`src/rtl/arith_pkg.sv`:
```
// Shared arithmetic definitions: sequencer state encoding and default datapath width.
package arith_pkg;
   localparam int ARITH_W_DEFAULT = 8;

   typedef enum logic [1:0] {
      ST_IDLE = 2'd0,
      ST_RUN  = 2'd1,
      ST_DONE = 2'd2
   } state_e;
endpackage

```
`src/rtl/serial_subtractor_if.sv`:
```
// Operand/result channel of the bit-serial subtractor, plus the FSM state for observation.
interface serial_subtractor_if #(parameter int W = arith_pkg::ARITH_W_DEFAULT);
   // Handshake rule for both channels: a transfer happens on a rising clock edge where
   // valid and ready are both high; the producer holds valid and its data stable until then.
   logic         io_in_valid;
   logic         io_in_ready;
   logic [W-1:0] io_a;
   logic [W-1:0] io_b;
   logic         io_out_valid;
   logic         io_out_ready;
   logic [W-1:0] io_diff;
   logic         io_bout;
   logic         io_ovf;
   logic         io_zero;
   logic [1:0]   dbg_state;

   modport master (
      output io_in_valid, io_a, io_b, io_out_ready,
      input  io_in_ready, io_out_valid, io_diff, io_bout, io_ovf, io_zero, dbg_state
   );

   modport slave (
      input  io_in_valid, io_a, io_b, io_out_ready,
      output io_in_ready, io_out_valid, io_diff, io_bout, io_ovf, io_zero, dbg_state
   );
endinterface

```
`src/rtl/full_subtractor.sv`:
```
// One-bit full subtractor cell: difference and borrow-out of a - b - bin.
module full_subtractor (
   input  logic io_a,
   input  logic io_b,
   input  logic io_bin,
   output logic io_diff,
   output logic io_bout
);
   assign io_diff = io_a ^ io_b ^ io_bin;
   assign io_bout = (~io_a & io_b) | (~(io_a ^ io_b) & io_bin);
endmodule

```
`src/rtl/serial_subtractor.sv`:
```
// LSB-first bit-serial two's-complement subtractor: one full-subtractor cell and a
// registered borrow, producing a - b after W RUN cycles.
module serial_subtractor
   import arith_pkg::*;
#(
   parameter int W = ARITH_W_DEFAULT
) (
   input  logic                clk,
   input  logic                reset_n,
   serial_subtractor_if.slave  bus
);
   localparam int CW = $clog2(W);

   localparam logic [1:0] S_IDLE = ST_IDLE;
   localparam logic [1:0] S_RUN  = ST_RUN;
   localparam logic [1:0] S_DONE = ST_DONE;

   logic [1:0]    state;
   logic [W-1:0]  a_sh;
   logic [W-1:0]  b_sh;
   logic [W-1:0]  res;
   logic          borrow;
   logic          ovf;
   logic [CW-1:0] cnt;
   logic          cell_d;
   logic          cell_bout;

   full_subtractor u_cell (
      .io_a    (a_sh[0]),
      .io_b    (b_sh[0]),
      .io_bin  (borrow),
      .io_diff (cell_d),
      .io_bout (cell_bout)
   );

   always_ff @(posedge clk or negedge reset_n) begin
      if (!reset_n) begin
         state  <= S_IDLE;
         a_sh   <= '0;
         b_sh   <= '0;
         res    <= '0;
         borrow <= 1'b0;
         ovf    <= 1'b0;
         cnt    <= '0;
      end else begin
         case (state)
            S_IDLE: begin
               if (bus.io_in_valid) begin
                  a_sh   <= bus.io_a;
                  b_sh   <= bus.io_b;
                  borrow <= 1'b0;
                  cnt    <= '0;
                  state  <= S_RUN;
               end
            end
            S_RUN: begin
               a_sh   <= {1'b0, a_sh[W-1:1]};
               b_sh   <= {1'b0, b_sh[W-1:1]};
               res    <= {cell_d, res[W-1:1]};
               borrow <= cell_bout;
               // On the last bit the operand LSBs are the original sign bits.
               if (cnt == CW'(W - 1)) begin
                  ovf   <= (a_sh[0] ^ b_sh[0]) & (cell_d ^ a_sh[0]);
                  state <= S_DONE;
               end else begin
                  cnt <= cnt + 1'b1;
               end
            end
            S_DONE: begin
               if (bus.io_out_ready) begin
                  state <= S_IDLE;
               end
            end
            default: state <= S_IDLE;
         endcase
      end
   end

   assign bus.io_in_ready  = (state == S_IDLE);
   assign bus.io_out_valid = (state == S_DONE);
   assign bus.io_diff      = res;
   assign bus.io_bout      = borrow;
   assign bus.io_ovf       = ovf;
   assign bus.io_zero      = (res == '0);
   assign bus.dbg_state    = state;
endmodule
```
`src/flat_wrapper.sv`:
```
// flat-port wrapper written by rule: the top's interface ports become plain ports
module serial_subtractor_flat import arith_pkg::*;
#(
   parameter int W = ARITH_W_DEFAULT
)
  (clk, reset_n, bus_io_in_valid, bus_io_a, bus_io_b, bus_io_out_ready, bus_io_in_ready, bus_io_out_valid, bus_io_diff, bus_io_bout, bus_io_ovf, bus_io_zero, bus_dbg_state);
  serial_subtractor_if #(.W(W)) bus_i ();
  input  logic clk;
  input  logic reset_n;
  input wire logic [$bits(bus_i.io_in_valid)-1:0] bus_io_in_valid;
  input wire logic [$bits(bus_i.io_a)-1:0] bus_io_a;
  input wire logic [$bits(bus_i.io_b)-1:0] bus_io_b;
  input wire logic [$bits(bus_i.io_out_ready)-1:0] bus_io_out_ready;
  output wire logic [$bits(bus_i.io_in_ready)-1:0] bus_io_in_ready;
  output wire logic [$bits(bus_i.io_out_valid)-1:0] bus_io_out_valid;
  output wire logic [$bits(bus_i.io_diff)-1:0] bus_io_diff;
  output wire logic [$bits(bus_i.io_bout)-1:0] bus_io_bout;
  output wire logic [$bits(bus_i.io_ovf)-1:0] bus_io_ovf;
  output wire logic [$bits(bus_i.io_zero)-1:0] bus_io_zero;
  output wire logic [$bits(bus_i.dbg_state)-1:0] bus_dbg_state;
  assign bus_i.io_in_valid = bus_io_in_valid;
  assign bus_i.io_a = bus_io_a;
  assign bus_i.io_b = bus_io_b;
  assign bus_i.io_out_ready = bus_io_out_ready;
  assign bus_io_in_ready = bus_i.io_in_ready;
  assign bus_io_out_valid = bus_i.io_out_valid;
  assign bus_io_diff = bus_i.io_diff;
  assign bus_io_bout = bus_i.io_bout;
  assign bus_io_ovf = bus_i.io_ovf;
  assign bus_io_zero = bus_i.io_zero;
  assign bus_dbg_state = bus_i.dbg_state;
  serial_subtractor #(.W(W)) u_core (.clk(clk), .reset_n(reset_n), .bus(bus_i));
endmodule
```
`config.mk`:
```
export PLATFORM = sky130hd
export DESIGN_NAME = serial_subtractor_flat
export DESIGN_NICKNAME = d
export VERILOG_FILES = /design/src/rtl/arith_pkg.sv /design/src/rtl/serial_subtractor_if.sv /design/src/rtl/full_subtractor.sv /design/src/rtl/serial_subtractor.sv /design/src/flat_wrapper.sv
export SDC_FILE = /design/constraint.sdc
export NUM_CORES = 1
export LEC_CHECK = 0
export CELL_PAD_IN_SITES_DETAIL_PLACEMENT = 0
export CELL_PAD_IN_SITES_GLOBAL_PLACEMENT = 1
export CORE_UTILIZATION = 40
export DETAILED_ROUTE_END_ITERATION = 6
export GPL_ROUTABILITY_DRIVEN = 0
export PLACE_DENSITY_LB_ADDON = 0.1
export REMOVE_ABC_BUFFERS = 1
export SLEW_MARGIN = 20
export SYNTH_ARGS = -nofsm -noshare
export SYNTH_HDL_FRONTEND = slang
export SYNTH_SLANG_ARGS = --single-unit
```
`constraint.sdc`:
```
create_clock -name clk -period 2.9 [get_ports clk]
set_clock_uncertainty 0.2 [all_clocks]
set_input_delay 0.29 -clock clk [delete_from_list [all_inputs] [get_ports clk]]
set_output_delay 0.29 -clock clk [all_outputs]
set_load 0.005 [all_outputs]
```
==> impl_results.md, run 1 <==
- Yosys top cell area share: 0.529
- Number of global-route vias before repair: 1,133
- Die Span Y: 62.5 um
- Synthesized area: 1470 um^2
- CP Launch Point: u_core.bus.dbg_state[1]
- Seq/Total Area, Yosys: 0.529
- Final hold violation count: 0
- GRT overflow: 0
- Crit Path Category: reg2out
- First-pass GRT wire length: 5330 um
- Reg2reg setup slack: 0.78 ns
- CP Depth: 3
- Worst VDD drop: 0.424 mV
- Clock slew at reported path FFs: 0.09 ns
- EDFF count, synth: 0
- Horiz. Die Dim: 62.5 um
- Post-DR vias/cell: 5.24
- Maxcap violations: 0
- Final Worst Setup Slack: 0.460 ns
- CP peak stage delay: 0.91 ns
- Fmax: 0.410 GHz
- Core Area: 3420 um^2
- Starting Density: 0.429
- Crit path buffers/inverters: 2
- Overall power: 1.90 mW
- Port Buffer Count: 34
- R2r endpoint: u_core.bus.io_ovf
- Largest net degree at the start of global routing: 32
- Number of top-level pins: 35
- FF-to-FF path depth: 3
- Cells after Synth: 140
- Drt pass-1 iters: 4
- Crit-path slowest cell: dfrtp_1
- Clock Tree Buf Depth: 2
- 1st-iter DRT viols: 57
- Worst r2r src: u_core.bus.dbg_state[1]
- # Post-CTS Setup Buffers: 0
- Critical path, cell by cell: nand2_1 -> inv_1 -> clkdlybuf4s50_1
- Layout cells sized above 1: 0.0743
- Static Leak: 0.831 nW
- Crit path required time: 2.41 ns
- Tmin final: 2.44 ns
- # DRC: 0
- DP HPWL: 2190 um
- CP top delay family: flip-flops
- Predominant post-synthesis flop cell: dfrtp_1
- Ys async rst share: 1.00
- ANT cells: 0
- PD cells: 1010 nW/um^2
- Rows: 21
- Largest cells by area after synthesis: dfrtp_1, o22a_1, nand2_1
- Die area: 3910 um^2
- Final ANT Viol Nets: 0
- Fin crit share: 0.841
- Vias: 1,158
- CTS HTree Levels: 2
- Crit path capture: bus_io_out_valid
- CP max FO: 29
- Syn. warnings: 0
- GRT Resource Usage Total: 0.178
- Antenna violations before repair: 0
- Synth area leader: dfrtp_1
- RSZ-0062 raised after global routing: no
- Pins Over Slew Limit: 0
- Clock root buffer: clkbuf_4
- Total wire length: 3120 um
- Seq cells post-synth: 31
- Wire per inst: 14.1 um
- TritonCTS clock tree: built
- Dpl ws: 0.787 ns
- Cts bufs inserted: 5
- Area growth from synthesis to layout: 28.9%
- Critical path launch point type: flop
- Synthesized area per cell: 10.5 um^2
- Worst skew pair latency: 0.32 ns
- Hold Crit Class: in2async
- Relative slew margins: 0.434
- # hold bufs at CTS: 0
- Yosys cell types: 32
- Clk sinks: 31
- Worst Setup End Kind: primary output
- Setup Viol. Count Final: 0
- CTS resizes: 0
- Run status: complete, no violations
- Fin Setup TNS: 0 ns
- Layout net count: 199
- Arr. time, crit path: 1.95 ns
- Least-Margin Pin Slew: 0.850 ns
## metrics by stage
step                 util  hold slack [ns]  instance area (um^2)  std cells
global placement    0.536            0.277                  1830        214
finish              0.553            0.140                  1890        221
global route        0.553            0.159                  1890        221
floorplan               -           -0.206                  1420        132
CTS                 0.553            0.145                  1890        221
detailed placement  0.536            0.294                  1830        214
## report_power, final
part           internal, mW  switching (mW)  total (mW)  leakage (nW)
combinational         0.479           0.374       0.853         0.418
sequential            0.627           0.174       0.800         0.380
clock                 0.112           0.137       0.249        0.0341
total                  1.22           0.685        1.90         0.831
## cell type report
cell class	count	area [um^2]
clock buffers	6	51.3
clock inverters	1	5.00
fillers	325	1530
inverters	5	18.8
multi-input cells	96	624
flip-flops and latches	31	776
well taps	46	57.6
repair buffers	36	355
## cell usage in the layout (no fill, tap or decap), drive strengths merged, types with 2 or more instances in the layout
cell	netlist	routed
or4	2	2
nor2	6	6
nand3	3	3
clkbuf	1	6
clkdlybuf4s50	0	34
dfrtp	31	31
nor2b	2	2
o22a	18	18
nand2b	3	3
nand2	30	30
ha	3	3
inv	5	5
o21ai	3	3
o2bb2ai	3	3
buf	7	2
a22oi	5	5
nor3	3	3
a21oi	2	2
nand3b	4	4
## kinds of logic (layout without fill, tap and decap cells)
kind of cell | after synthesis | in the layout | share of synthesized area
and+or+nand+nor | 55 | 55 | 0.178
muxes | 1 | 1 | 0.00769
xor gates and xnor gates | 1 | 1 | 0.00598
DFF | 31 | 31 | 0.529
AOI/OAI and AO/OA | 35 | 35 | 0.196
buffers and inverters | 13 | 48 | 0.0444
adders and majority gates | 4 | 4 | 0.0393
## worst min-delay path by stage
stage | cells past startpoint | end | slack (ns) | from
CTS | 2 | u_core.bus.io_diff[6] | 0.15 | reset_n
global route | 2 | u_core.bus.io_diff[7] | 0.16 | reset_n
global placement | 1 | u_core.bus.io_ovf | 0.28 | u_core.bus.io_ovf
floorplan | 0 | u_core.a_sh[0] | -0.21 | reset_n
detailed placement | 2 | u_core.bus.io_diff[0] | 0.29 | u_core.bus.io_diff[0]
finish | 2 | u_core.bus.io_diff[6] | 0.14 | reset_n
## Yosys cell counts (2+ instances only)
master and n:
nor2_1 5, o2bb2ai_1 3, inv_1 4, or4_1 2, buf_2 4, nand2b_1 3, nor2b_1 2, a21oi_1 2
o21ai_1 3, o22a_1 18, nor3_1 3, nand2_1 30, ha_1 3, nand3_1 3, a22oi_1 5, dfrtp_1 31
nand3b_1 4
## routing by layer
layer / up-vias / GRT usage / part of all wire
met5: - / 0 / 0
met4: 0 / 0.0698 / 0.012
met3: 6 / 0.0547 / 0.040
met2: 23 / 0.277 / 0.48
met1: 564 / 0.230 / 0.47
li1: 565 / - / -
## state kept, by name, summed over array words and instances (netlist names)
signal and cells:
u_core.bus.io_bout 1, u_core.bus.dbg_state 2, u_core.bus.io_diff 8, u_core.a_sh 8, u_core.bus.io_ovf 1, u_core.b_sh 8, u_core.cnt 3
Power figures use the tool's default switching activity.
==> run 2: changes to the inputs <==
- CORE_UTILIZATION: 40 -> 37
- clock period: 2.9 -> 2.35 ns (I/O delays scaled with it)
==> run 2 against run 1 <==
Routed wire length down 2.6%. First-iteration DRC count fell by 8.8%. Combinational power up 27%. Total power is 27% higher. Largest power group unchanged.
==> impl_results.md, run 2 (same netlist as run 1, synthesis figures left out) <==
- Core Area: 3720 um^2 (+8.8%)
- Die area: 4220 um^2 (+7.8%)
- Port Buffer Count: 34 (unchanged)
- Rows: 22 (+4.8%)
- PD cells: 1260 nW/um^2 (+25%)
- CP peak stage delay: 0.55 ns (-0.36 ns)
- Horiz. Die Dim: 64.9 um (+3.8%)
- Clk sinks: 31 (unchanged)
- Finished Layout Cells: 225 (+1.8%)
- Pins Over Slew Limit: 0 (unchanged)
- Pint: 1.58 mW (+30%)
- ANT cells: 0 (unchanged)
- Fillers: 365 (+12%)
- Crit path buffers/inverters: 1 (-1)
- Setup Viol. Count Final: 0 (unchanged)
- Crit Path Category: reg2out
- Switch share: 0.348 (-0.0122)
- Wire per inst: 13.5 um (-4.3%)
- Clock root buffer: clkbuf_8
- Largest net degree at the start of global routing: 32 (unchanged)
- Area growth from synthesis to layout: 31.7%
- TritonCTS clock tree: built
- Dpl ws: 0.371 ns (-0.416 ns)
- 1st-iter DRT viols: 52 (-8.8%)
- Post-DR vias/cell: 5.17 (-1.3%)
- Vias: 1,164 (+0.52%)
- GRT overflow: 0 (unchanged)
- Final hold violation count: 0 (unchanged)
- Most frequent cells in the layout: clkdlybuf4s50_1, dfrtp_1, nand2_1, o22a_1
- Die Span Y: 64.9 um (+3.8%)
- Fmax: 0.440 GHz
- Clock Tree Buf Depth: 2 (unchanged)
- Sw power: 0.844 mW (+23%)
- Worst Setup End Kind: primary output
- Total wire length: 3040 um (-2.6%)
- RSZ-0062 raised after global routing: no
- Fin crit share: 0.967
- # Post-CTS Setup Buffers: 0 (unchanged)
- Combinational group share of total power: 0.445 (-0.003)
- Worst VDD drop: 0.421 mV (-0.83%)
- Worst r2r src: u_core.a_sh[0]
- R2r endpoint: u_core.bus.io_ovf
- Critical path launch point type: flop
- CP Depth: 3 (unchanged)
- Design area: 1930 um^2 (+2.2%)
- Crit path required time: 1.91 ns (-0.50 ns)
- First-pass GRT wire length: 5420 um (+1.8%)
- Final ANT Viol Nets: 0 (unchanged)
- GRT Resource Usage Total: 0.171 (-0.00631)
- Hold Crit Class: in2async
- Fin Setup TNS: 0 ns (unchanged)
- Number of global-route vias before repair: 1,185 (+4.6%)
- Layout net count: 202 (+1.5%)
- Crit path capture: bus_io_zero
- Placed cells: 219 (+2.3%)
- Relative slew margins: 0.730 (+0.296)
- Worst skew pair latency: 0.28 ns (-0.04 ns)
- Commonest non-fill, non-tap cell in the layout: clkdlybuf4s50_1
- Layout cells sized above 1: 0.0791 (+0.00481)
- CP top delay family: simple AND/OR/NAND/NOR gates
- Critical path, cell by cell: or4_1 -> nor2_1 -> clkdlybuf4s50_1
- Tmin final: 2.27 ns
- CP Launch Point: u_core.bus.io_diff[5]
- Number of top-level pins: 35 (unchanged)
- Starting Density: 0.394 (-0.0347)
- Cts bufs inserted: 5 (unchanged)
- FF-to-FF path depth: 4 (+1)
- Placed Area: 1860 um^2 (+1.4%)
- DP HPWL: 2170 um (-1.1%)
- Register share of total power: 0.402 (-0.019)
- Overall power: 2.42 mW (+27%)
- Clock share of power: 0.153 (+0.022)
- Least-Margin Pin Slew: 0.405 ns (-0.444 ns)
- Clock slew at reported path FFs: 0.06 ns (-0.03 ns)
- Drt pass-1 iters: 4 (unchanged)
- CTS HTree Levels: 2 (unchanged)
- # hold bufs at CTS: 0 (unchanged)
- Arr. time, crit path: 1.84 ns (-0.11 ns)
- # DRC: 0 (unchanged)
- CP max FO: 4 (-86%)
- Run status: complete, no violations
- Reg2reg setup slack: 0.57 ns (-0.21 ns)
- Final Worst Setup Slack: 0.0775 ns (-0.383 ns)
- Crit-path slowest cell: or4_1
- CTS resizes: 0 (unchanged)
- Maxcap violations: 0 (unchanged)
- Antenna violations before repair: 0 (unchanged)
- Static Leak: 0.850 nW (+2.2%)
==> run 2: cell types whose count changed in the layout (fill, tap and decap cells not counted), sizes merged <==
cell    change
buf         +3
clkinv      -1
==> run 2: worst min-delay path by stage <==
stage / start / to / depth (start not counted)
5_1_grt: reset_n / u_core.bus.io_diff[5] / 2
4_1_cts: reset_n / u_core.bus.io_diff[7] / 2
3_5_place_dp: u_core.bus.io_ovf / u_core.bus.io_ovf / 1
2_1_floorplan: reset_n / u_core.a_sh[0] / 0
3_3_place_gp: u_core.bus.io_ovf / u_core.bus.io_ovf / 1
6_report: reset_n / u_core.cnt[2] / 2
==> run 2: power by group through the flow <==
stage	Combinational [mW]	Sequential (mW)	Clock, mW
after global placement	1.07	0.965	0
after CTS	1.10	0.976	0.384
after detailed placement	1.09	0.986	0
after global routing	1.22	1.01	0.419
after floorplan	0.668	0.951	0
final	1.08	0.975	0.372
==> run 2: per-layer routing <==
layer	vias to the layer above	GRT usage	share of wire
met1	557	0.232	0.47
li1	567	-	-
met3	5	0.0616	0.055
met5	-	0	0
met4	0	0.0583	0.017
met2	35	0.251	0.45
==> run 2: final cells by class <==
class | instances | area, um^2 | share of cell area
repair buffers | 39 | 378 | 0.196
multi-input cells | 96 | 624 | 0.324
well taps | 48 | 60.1 | 0.0311
clock buffers | 6 | 72.6 | 0.0376
flip-flops and latches | 31 | 776 | 0.402
inverters | 5 | 18.8 | 0.00973
==> run 2: stage by stage <==
step | hold WS [ns] | utilization
after floorplan | -0.261 | -
after global placement | 0.274 | 0.500
after detailed placement | 0.286 | 0.500
after CTS | 0.168 | 0.519
after global routing | 0.192 | 0.519
final | 0.155 | 0.519
==> run 3: changes to the inputs <==
- clock period: 2.35 -> 2.39 ns (I/O delays scaled with it)
==> run 3 against run 2 <==
Routed wire length increased by 3.7%. Final cell count shrank 0.44%. Via count is 0.77% higher. Highest routed layer unchanged. Sequential power shrank 2%. Sequential share of layout area is 0.16 points higher. Global-route usage increased by 0.20 points. Count of clock-buffer cells in the layout did not move. Die area is the same. Sequential cell count unchanged. Design area shrank 0.39%. Register-to-register slack gained 0.04 ns.
==> impl_results.md, run 3 (same netlist as run 1, synthesis figures left out) <==
- Clock root buffer: clkbuf_8
- Core Area: 3720 um^2 (unchanged)
- Horiz. Die Dim: 64.9 um (unchanged)
- GRT overflow: 0 (unchanged)
- Largest net degree at the start of global routing: 32 (unchanged)
- Final hold violation count: 0 (unchanged)
- Placed Area: 1850 um^2 (-0.40%)
- Antenna violations before repair: 0 (unchanged)
- First-pass GRT wire length: 5420 um (unchanged)
- Area growth from synthesis to layout: 31.2%
- Rows: 22 (unchanged)
- Critical path launch point type: flop
- Maxcap violations: 0 (unchanged)
- Most frequent cells in the layout: clkdlybuf4s50_1, dfrtp_1, nand2_1, o22a_1
- CTS HTree Levels: 2 (unchanged)
- Arr. time, crit path: 1.82 ns (-0.02 ns)
- CP max FO: 4 (unchanged)
- Clk sinks: 31 (unchanged)
- Fillers: 368 (+0.82%)
- Overall power: 2.37 mW (-2.3%)
- Final ANT Viol Nets: 0 (unchanged)
- # hold bufs at CTS: 0 (unchanged)
- RSZ-0062 raised after global routing: no
- Finished Layout Cells: 224 (-0.44%)
- Setup Viol. Count Final: 0 (unchanged)
- PD cells: 1230 nW/um^2 (-1.9%)
- Layout cells sized above 1: 0.0739 (-0.00523)
- Worst skew pair latency: 0.27 ns (about the same)
- Starting Density: 0.394 (unchanged)
- ANT cells: 0 (unchanged)
- Tmin final: 2.26 ns
- Clock Tree Buf Depth: 2 (unchanged)
- Hold WS: 0.162 ns (+0.00655 ns)
- Total wire length: 3160 um (+3.7%)
- Static Leak: 0.845 nW (-0.54%)
- Pins Over Slew Limit: 0 (unchanged)
- Wire per inst: 14.1 um (+4.2%)
- # DRC: 0 (unchanged)
- Die area: 4220 um^2 (unchanged)
- Fin Setup TNS: 0 ns (unchanged)
- # Post-CTS Setup Buffers: 0 (unchanged)
- Run status: complete, no violations
- Worst VDD drop: 0.366 mV (-13%)
- 1st-iter DRT viols: 61 (+17%)
- Worst Setup End Kind: primary output
- Least-Margin Pin Slew: 0.435 ns (+0.0300 ns)
- Number of top-level pins: 35 (unchanged)
- CTS resizes: 0 (unchanged)
- Hold Crit Class: in2async
- Crit Path Category: reg2out
- Post-DR vias/cell: 5.24 (+1.2%)
- Commonest non-fill, non-tap cell in the layout: clkdlybuf4s50_1
- Number of global-route vias before repair: 1,160 (-2.1%)
- Final core utilization: 0.517 (-0.00202)
- Layout net count: 201 (-0.50%)
- Relative slew margins: 0.710 (-0.0200)
- Fin crit share: 0.947
- GRT Resource Usage Total: 0.173 (+0.00201)
- Design area: 1920 um^2 (-0.39%)
- Crit path required time: 1.95 ns (+0.04 ns)
- Placed cells: 218 (-0.46%)
- Port Buffer Count: 34 (unchanged)
- Clock slew at reported path FFs: 0.06 ns (about the same)
- Final Worst Setup Slack: 0.127 ns (+0.0493 ns)
- Vias: 1,173 (+0.77%)
- Die Span Y: 64.9 um (unchanged)
- Drt pass-1 iters: 4 (unchanged)
- Cts bufs inserted: 5 (unchanged)
- Dpl ws: 0.418 ns (+0.0470 ns)
- Fmax: 0.442 GHz
- DP HPWL: 2220 um (+2.4%)
- TritonCTS clock tree: built
## run 3: worst max-delay path: stages, from the launching register on
cell	delay, ns
dfrtp_1	0.40
or4_1	0.54
nor2_1	0.11
clkdlybuf4s50_1	0.50
## run 3: final timing paths
path / to / cells past startpoint / slack [ns] / startpoint
max in group asynchronous: u_core.a_sh[3] / 2 / 1.53 / reset_n
worst min register to register: u_core.bus.io_ovf / 1 / 0.29 / u_core.bus.io_ovf
worst max register to register: u_core.bus.io_ovf / 3 / 0.61 / u_core.bus.dbg_state[0]
min in group clk: u_core.bus.io_ovf / 1 / 0.29 / u_core.bus.io_ovf
worst min-delay path: u_core.bus.io_diff[6] / 2 / 0.16 / reset_n
worst max-delay path: bus_io_zero / 3 / 0.13 / u_core.bus.io_diff[5]
## run 3: cell type report
type / instances / area, um^2 / share of cell area
clock buffer: 6 / 72.6 / 0.0378
inverter: 5 / 18.8 / 0.00977
multi-input combinational: 96 / 624 / 0.325
sequential: 31 / 776 / 0.404
tap: 48 / 60.1 / 0.0313
timing repair buffer: 38 / 370 / 0.193
## run 3: per-layer routing
metal,vias up,share of wire,global-route usage
met4,0,0.011,0.0583
met2,33,0.46,0.276
li1,569,-,-
met1,567,0.48,0.221
met5,-,0,0
met3,4,0.047,0.0546
## run 3: power by group
group / switching [mW] / internal, mW
Sequential: 0.194 / 0.763
Clock: 0.168 / 0.193
Combinational: 0.466 / 0.585
